[config.mk]
export PLATFORM = sky130hd
export DESIGN_NAME = spi_dac_receiver
export DESIGN_NICKNAME = d
export VERILOG_FILES = /design/src/rtl/spi_dac_pkg.sv /design/src/rtl/spi_dac_receiver_sync_edge.sv /design/src/rtl/spi_dac_receiver.sv
export SDC_FILE = /design/constraint.sdc
export NUM_CORES = 1
export LEC_CHECK = 0
export CAP_MARGIN = 20
export CORE_UTILIZATION = 56
export CTS_BUF_LIST = sky130_fd_sc_hd__clkbuf_4
export CTS_CLUSTER_DIAMETER = 200
export DETAILED_ROUTE_END_ITERATION = 10
export PLACE_DENSITY = 0.73
export SKIP_CTS_REPAIR_TIMING = 1
export SYNTH_ARGS = -nofsm -noshare
export SYNTH_HDL_FRONTEND = slang
export SYNTH_SLANG_ARGS = --single-unit
[constraint.sdc]
create_clock -name sysclk -period 4.55 [get_ports sysclk]
set_input_delay 0.91 -clock sysclk [delete_from_list [all_inputs] [get_ports sysclk]]
set_output_delay 0.91 -clock sysclk [all_outputs]
set_load 0.03 [all_outputs]
[src/rtl/spi_dac_pkg.sv]
// Shared definitions for the DAC link receiver: frame geometry, field
// positions inside an MCP4911-style write frame, FSM states and the
// configuration-bit bundle carried alongside the DAC code.
package spi_dac_pkg;

    localparam int unsigned FRAME_BITS  = 16;
    localparam int unsigned DATA_BITS   = 10;
    localparam int unsigned SYNC_STAGES = 2;

    // Bit positions within a received frame (MSB first on the wire)
    localparam int unsigned CH_BIT   = 15;
    localparam int unsigned BUF_BIT  = 14;
    localparam int unsigned GA_BIT   = 13;
    localparam int unsigned SHDN_BIT = 12;
    localparam int unsigned DATA_LSB = 2;

    typedef enum logic {
        ST_IDLE  = 1'b0,
        ST_SHIFT = 1'b1
    } state_t;

    typedef struct packed {
        logic buf_en;
        logic ga_n;
        logic shdn_n;
    } dac_cfg_t;

    // Configuration bits of a complete frame
    function automatic dac_cfg_t frame_cfg(input logic [FRAME_BITS-1:0] frame);
        dac_cfg_t cfg;
        cfg.buf_en = frame[BUF_BIT];
        cfg.ga_n   = frame[GA_BIT];
        cfg.shdn_n = frame[SHDN_BIT];
        return cfg;
    endfunction

endpackage

[src/rtl/spi_dac_receiver_sync_edge.sv]
// Input synchronizer with registered rise/fall pulses. The level passes
// through STAGES flops, one more flop remembers the previous level, and the
// edge pulses are registered so every event reaches the consumer STAGES+1
// cycles after the pin changes.
module sync_edge #(
    parameter int unsigned STAGES = 2
) (
    input  logic i_clk,
    input  logic i_rst_n,
    input  logic i_d,
    output logic o_rise,
    output logic o_fall
);

    logic [STAGES-1:0] r_sync;
    logic              r_prev;
    logic              r_rise;
    logic              r_fall;
    logic              w_level;

    assign w_level = r_sync[STAGES-1];
    assign o_rise  = r_rise;
    assign o_fall  = r_fall;

    // Metastability chain for the asynchronous pin
    always_ff @(posedge i_clk or negedge i_rst_n) begin
        if (!i_rst_n) begin
            r_sync <= '0;
        end else begin
            r_sync <= {r_sync[STAGES-2:0], i_d};
        end
    end

    // Previous-level flop and registered single-cycle edge pulses
    always_ff @(posedge i_clk or negedge i_rst_n) begin
        if (!i_rst_n) begin
            r_prev <= 1'b0;
            r_rise <= 1'b0;
            r_fall <= 1'b0;
        end else begin
            r_prev <= w_level;
            r_rise <= w_level & ~r_prev;
            r_fall <= ~w_level & r_prev;
        end
    end

endmodule

[src/rtl/spi_dac_receiver.sv]
// SPI responder for the DAC link. Decodes 16-bit MCP4911-style write frames
// in the sysclk domain and double-buffers them: a valid frame lands in the
// input register, an LD fall moves it to the output register.
module spi_dac_receiver #(
    parameter int unsigned FRAME_BITS  = spi_dac_pkg::FRAME_BITS,
    parameter int unsigned DATA_BITS   = spi_dac_pkg::DATA_BITS,
    parameter int unsigned SYNC_STAGES = spi_dac_pkg::SYNC_STAGES
) (
    input  logic                 sysclk,
    input  logic                 rst_n,
    input  logic                 dac_sck,
    input  logic                 dac_cs,
    input  logic                 dac_sdi,
    input  logic                 dac_ld,
    output logic [DATA_BITS-1:0] dac_value,
    output logic                 buf_en,
    output logic                 ga_n,
    output logic                 shdn_n,
    output logic                 frame_done,
    output logic                 frame_err,
    output logic                 update
);

    import spi_dac_pkg::*;

    localparam int unsigned   CW       = $clog2(FRAME_BITS + 2);
    localparam logic [CW-1:0] CNT_FULL = CW'(FRAME_BITS);
    localparam logic [CW-1:0] CNT_SAT  = CW'(FRAME_BITS + 1);

    // Synchronized edge events
    logic w_sck_rise;
    logic w_unused_sck_fall;
    logic w_cs_rise;
    logic w_cs_fall;
    logic w_unused_ld_rise;
    logic w_ld_fall;
    logic w_sdi;

    // Frame decode
    logic                  w_cs_end;
    logic                  w_commit;
    logic                  w_abort;
    logic                  w_xfer;
    logic [DATA_BITS-1:0]  w_new_code;
    dac_cfg_t              w_new_cfg;

    // State
    state_t                r_state;
    logic [CW-1:0]         r_count;
    logic [FRAME_BITS-1:0] r_shreg;
    logic [SYNC_STAGES-1:0] r_sdi_sync;
    logic                  r_frame_done;
    logic                  r_frame_err;
    logic                  r_update;
    logic                  r_pending;
    logic [DATA_BITS-1:0]  r_in_code;
    dac_cfg_t              r_in_cfg;
    logic [DATA_BITS-1:0]  r_out_code;
    dac_cfg_t              r_out_cfg;

    sync_edge #(.STAGES(SYNC_STAGES)) u_sync_sck (
        .i_clk   (sysclk),
        .i_rst_n (rst_n),
        .i_d     (dac_sck),
        .o_rise  (w_sck_rise),
        .o_fall  (w_unused_sck_fall)
    );

    sync_edge #(.STAGES(SYNC_STAGES)) u_sync_cs (
        .i_clk   (sysclk),
        .i_rst_n (rst_n),
        .i_d     (dac_cs),
        .o_rise  (w_cs_rise),
        .o_fall  (w_cs_fall)
    );

    sync_edge #(.STAGES(SYNC_STAGES)) u_sync_ld (
        .i_clk   (sysclk),
        .i_rst_n (rst_n),
        .i_d     (dac_ld),
        .o_rise  (w_unused_ld_rise),
        .o_fall  (w_ld_fall)
    );

    // SDI synchronizer; the extra edge-pulse flop delays SCK by one cycle,
    // which keeps the sample well inside the SDI-stable window.
    always_ff @(posedge sysclk or negedge rst_n) begin
        if (!rst_n) begin
            r_sdi_sync <= '0;
        end else begin
            r_sdi_sync <= {r_sdi_sync[SYNC_STAGES-2:0], dac_sdi};
        end
    end

    assign w_sdi = r_sdi_sync[SYNC_STAGES-1];

    // Frame-end classification and LD transfer decision
    always_comb begin
        w_new_code = r_shreg[DATA_LSB +: DATA_BITS];
        w_new_cfg  = frame_cfg(r_shreg);
        w_cs_end   = (r_state == ST_SHIFT) && w_cs_rise;
        w_commit   = w_cs_end && (r_count == CNT_FULL) && !r_shreg[CH_BIT];
        w_abort    = w_cs_end && !w_commit;
        // A frame committing in the same cycle counts as pending for LD
        w_xfer     = w_ld_fall && (r_pending || w_commit);
    end

    // Frame FSM: bit counter, shift register and status pulses
    always_ff @(posedge sysclk or negedge rst_n) begin
        if (!rst_n) begin
            r_state      <= ST_IDLE;
            r_count      <= '0;
            r_shreg      <= '0;
            r_frame_done <= 1'b0;
            r_frame_err  <= 1'b0;
        end else begin
            r_frame_done <= w_commit;
            r_frame_err  <= w_abort;
            case (r_state)
                ST_IDLE: begin
                    if (w_cs_fall) begin
                        r_state <= ST_SHIFT;
                        r_count <= '0;
                        r_shreg <= '0;
                    end
                end
                ST_SHIFT: begin
                    if (w_cs_rise) begin
                        r_state <= ST_IDLE;
                    end else if (w_sck_rise) begin
                        r_shreg <= {r_shreg[FRAME_BITS-2:0], w_sdi};
                        if (r_count != CNT_SAT) begin
                            r_count <= r_count + CW'(1);
                        end
                    end
                end
                default: begin
                    r_state <= ST_IDLE;
                end
            endcase
        end
    end

    // Double buffer: input register, pending flag, output register
    always_ff @(posedge sysclk or negedge rst_n) begin
        if (!rst_n) begin
            r_pending  <= 1'b0;
            r_in_code  <= '0;
            r_in_cfg   <= '0;
            r_out_code <= '0;
            r_out_cfg  <= '0;
            r_update   <= 1'b0;
        end else begin
            r_update <= w_xfer;
            if (w_commit) begin
                r_in_code <= w_new_code;
                r_in_cfg  <= w_new_cfg;
            end
            if (w_xfer) begin
                r_pending  <= 1'b0;
                r_out_code <= w_commit ? w_new_code : r_in_code;
                r_out_cfg  <= w_commit ? w_new_cfg  : r_in_cfg;
            end else if (w_commit) begin
                r_pending <= 1'b1;
            end
        end
    end

    assign dac_value  = r_out_cfg.shdn_n ? r_out_code : '0;
    assign buf_en     = r_out_cfg.buf_en;
    assign ga_n       = r_out_cfg.ga_n;
    assign shdn_n     = r_out_cfg.shdn_n;
    assign frame_done = r_frame_done;
    assign frame_err  = r_frame_err;
    assign update     = r_update;

endmodule

# Word-level counts from Yosys, hierarchy flattened
# Index checks and enable logic that the tools add are counted.
# Widths: inputs -> output; s select.
# word_totals
regBits,67
latchBits,0
ram_bits,0
romBits,0
in_bits,6
out_inout_bits,16
wordCells,70
n_memories,0
# classes
n_addsub,1
n_mul,0
div_mod_pow,0
n_lt_le_gt_ge,0
eq_ne,6
shifts,0
n_mux,17
bitwise,9
n_reduce_logical,11
# op_table
op,count
$mux 16,3
$pmux 16 s2,1
$mux 10,2
$mux 5,4
$pmux 5 s2,1
$ne 2x1->1 const B,3
$add 5x1->5 const B,1
$eq 5x5->1 const B,1
$logic_and 1x1->1,5
$ne 5x5->1 const B,1
$not 1->1,5
$and 1x1->1,4
$mux 1,4
$reduce_and 4->1,1
$mux 3,1
$reduce_and 3->1,1
$logic_not 1->1,2
$ne 2x2->1 const B,1
$pmux 1 s2,1
$reduce_bool 2->1,1
$logic_or 1x1->1,1

# Longest topological paths before layout
# depth
ltp_word,6
depth_mapped,8
ltp_nobuf,6

# Cells and area by module
# A second synthesis with hierarchy kept.
# unflattened
hier_cells,252
area_unflattened_um2,2942.8
# by_module_without_submodules
module,n_inst,cells_per_inst,area_per_inst_um2,seq_area_each_um2
spi_dac_receiver,1,231,2522.4,1351.3
sync_edge,3,7,140.1,125.1

# Least setup slack after synthesis
# No wires, ideal clock.
# synth_timing
path_type,reg2out
from,reg r_out_cfg (netlist bit shdn_n)
to,out dac_value[0]
arrival_time_ns,1.214
required_ns,3.640
path_slack_ns,2.426
path_stages_with_launch,4
n_path_buf,1
path_cell_list,dfrtp_1 -> inv_1 -> clkbuf_1 -> nor2_1
# synth_between
elab_chain_cells,1
# synth_rtl
item,line,rtl
from (decl),spi_dac_receiver.sv:59,dac_cfg_t r_out_cfg;
from (signal assigned),spi_dac_receiver.sv:162,r_out_cfg <= w_commit ? w_new_cfg : r_in_cfg;
$mux 10,spi_dac_receiver.sv:169,assign dac_value = r_out_cfg.shdn_n ? r_out_code : '0;
to (decl),spi_dac_receiver.sv:15,"output logic [DATA_BITS-1:0] dac_value,"
# Every way passes these cells.

# Final worst setup path
# layout_timing
from,reg r_out_cfg (netlist bit shdn_n)
to,out dac_value[4]
# The elaborated chain is that of the path after synthesis.

==> qor.yml <==
synth:
  yosys_warnings: 0
  synth_ff_type: "dfrtp_1"
  synth_compound_area_frac: 0.108
  synthDistinctLibCells: 34
  synth_area_sq_um: 2870
  synth_top_family_by_area: "simple AND/OR/NAND/NOR gates"
  synth.area.mux_share: 0.0697
  synth_edf_count: 0
  yosys.area_share.simple: 0.143
  synth-seq-cells: 67
  async_flop_share: 1.00
  synth.yosys.seq_area_share: 0.584
  syn_nets: 257
  syn-instance-count: 248
  synthXorXnorAreaFrac: 0
  avgSynthCellArea_sq_um: 11.6
  synth_fa_ha_area_frac: 0.0131
worst_setup_path:
  cp.arrival_ns: 1.70
  critPathSlowestCell: "clkdlybuf4s50_1"
  slowest_delay_ns: 0.67
  rrSetupSlack_ns: 2.28
  crit_fanout: 11
  r2r_cells: 6
  critical_path_class: "register to output port"
  start_kind: "register"
  rr_startpoint: "r_count[0]"
  worst-endpoint-required_ns: 3.64
  timing.rr.end: "r_out_code[4]"
  cp_cell_sequence: "inv_1, nor2_1, clkdlybuf4s50_1"
  endpoint: "dac_value[4]"
  end_kind: "output port"
  startpoint: "shdn_n"
detailed_routing:
  vias: 1849
  drtPass1Iterations: 4
  drt_wl_total_um: 4680
  wl_per_cell_um: 14.1
  antenna_left: 0
  drt_iter0_markers: 83
  drc: 0
  vias_per_cell: 5.55
sta:
  worstMarginPinSlew_ns: 0.939
  drv_slew: 0
  fin_crit_ns: 2.61
  slew_headroom: 0.374
  whs_ns: 0.363
  fmax_mhz: 384
  tns_ns: 0
  rsz0062_at_grt: "no"
  setup_viol: 0
  hold_violations: 0
  finalCritPeriodShare: 0.573
  clock_skew_ns: 0.0109
clocking:
  cts_buffers: 9
  htree_levels: 3
  cts.sinks: 67
  clk-insertion-delay-late_ns: 0.40
  cts_root_buf: "clkbuf_4"
  tritoncts: "built"
  clk_pin_slew_ns: 0.10
  clockBufferDepth: 2
power_and_ir_drop:
  peakVddDrop_mv: 0.214
  p_leak_nw: 1.40
  cellPowerDensity_nw_per_um2: 321
flow_run:
  cap_violations: 0
placement:
  port_buffers: 21
  place_congestion: 0.741
  post_dp_cell_area_sq_um: 3070
  hpwl_um: 3180
layout:
  syn_to_final_growth_pct: 10.1
  fin_area_sq_um: 3160
  nFillCells: 391
  fin_util: 0.656
  final_common_cell: "dfrtp_1"
  drive_gt1_frac: 0.124
  diodes: 0
  finalNetCount: 272
  final_cell_mix: "dfrtp_1 (67), inv_1 (33), nand3_1 (31)"
floorplan:
  placementRows: 25
  die_x_um: 73.6
  pin_count: 22
  die_y_um: 73.6
  initial_core_util: 0.596
  die_area_sq_um: 5420
  fp.coreArea_sq_um: 4820
min_path:
  hold_class: "register to register"
grt:
  antenna_found_initial: 0
  track_usage: 0.211
  grt_pass1_vias: 1719
  grt.overflow.total: 0
  grt_max_degree: 40
  grt_pass1_wl_um: 8340
run_status:
  outcome: "complete, no violations"
-- synth_stat cells, types with 4 or more instances --
library cell / n / area share
inv_1: 33 / 0.043
o31ai_1: 16 / 0.042
dfrtp_1: 67 / 0.58
clkbuf_1: 6 / 0.0078
buf_6: 4 / 0.016
mux2_2: 4 / 0.016
nand4_1: 13 / 0.028
nor2_1: 11 / 0.014
buf_2: 4 / 0.0070
nand3_1: 31 / 0.054
nor2b_1: 5 / 0.011
o221ai_1: 12 / 0.037
mux2_4: 9 / 0.047
nand2_1: 4 / 0.0052
buf_1: 4 / 0.0052
-- worst min path at each step --
stage	startpoint	end	slack, ns	cells after the start
after floorplan	r_sdi_sync[0]	r_sdi_sync[1]	0.33	0
after global placement	u_sync_ld.r_sync[0]	u_sync_ld.r_sync[1]	0.34	0
after detailed placement	u_sync_ld.r_sync[0]	u_sync_ld.r_sync[1]	0.34	0
after CTS	u_sync_ld.r_sync[0]	u_sync_ld.r_sync[1]	0.37	0
after global routing	u_sync_cs.r_sync[0]	u_sync_cs.r_sync[1]	0.37	0
final	u_sync_ld.r_sync[0]	u_sync_ld.r_sync[1]	0.36	0
-- logic make-up after synthesis --
| logic type | count (synthesis) |
|---|---|
| simple gates | 73 |
| buf+inv | 53 |
| mux | 15 |
| flops | 67 |
| compound gates | 37 |
| fa+ha+maj | 3 |
-- per-layer routing --
| metal | routed length, um | up-vias | track usage | share of wire |
|---|---|---|---|---|
| met1 | 2260 | 900 | 0.279 | 0.48 |
| met5 | 0 | - | 0 | 0 |
| met3 | 212 | 7 | 0.0864 | 0.045 |
| li1 | - | 906 | - | - |
| met2 | 2130 | 36 | 0.317 | 0.46 |
| met4 | 75 | 0 | 0.0705 | 0.016 |
-- worst max-delay path: cells and delay by family, from the launching register on --
kind | cells | cell delay (ns)
buf+inv | 2 | 0.81
simple gates | 1 | 0.14
flops | 1 | 0.35
-- final cells by class --
class	count	area (sq um)	share of cell area
Sequential cell	67	1680	0.530
Multi-Input combinational cell	128	958	0.303
Timing Repair Buffer	23	220	0.0696
Inverter	34	128	0.0404
Tap cell	67	83.8	0.0265
Clock buffer	10	75.1	0.0237
Clock inverter	4	20.0	0.00633
-- sequential cells by signal, summed over array words and instances, names as in the netlist, 2 cells and up --
signal	count
r_count	5
r_in_cfg	3
r_in_code	10
r_out_code	10
r_sdi_sync	2
r_shreg	16
u_sync_cs.r_sync	2
u_sync_ld.r_sync	2
u_sync_sck.r_sync	2
-- per-stage QoR --
stage	setup slack [ns]	instances	power [mW]
6_report	1.94	333	1.01
5_1_grt	1.82	333	1.07
4_1_cts	1.90	333	1.03
3_5_place_dp	2.28	319	0.732
3_3_place_gp	2.37	319	0.729
2_1_floorplan	2.43	248	0.706
-- power by group --
| part | total (mW) | leakage, nW | internal [mW] | switching [mW] |
|---|---|---|---|---|
| clock | 0.295 | 0.0532 | 0.108 | 0.187 |
| sequential | 0.637 | 0.902 | 0.615 | 0.0222 |
| combinational | 0.0808 | 0.445 | 0.0251 | 0.0557 |
Note: power is estimated with default switching activity, not from simulation.
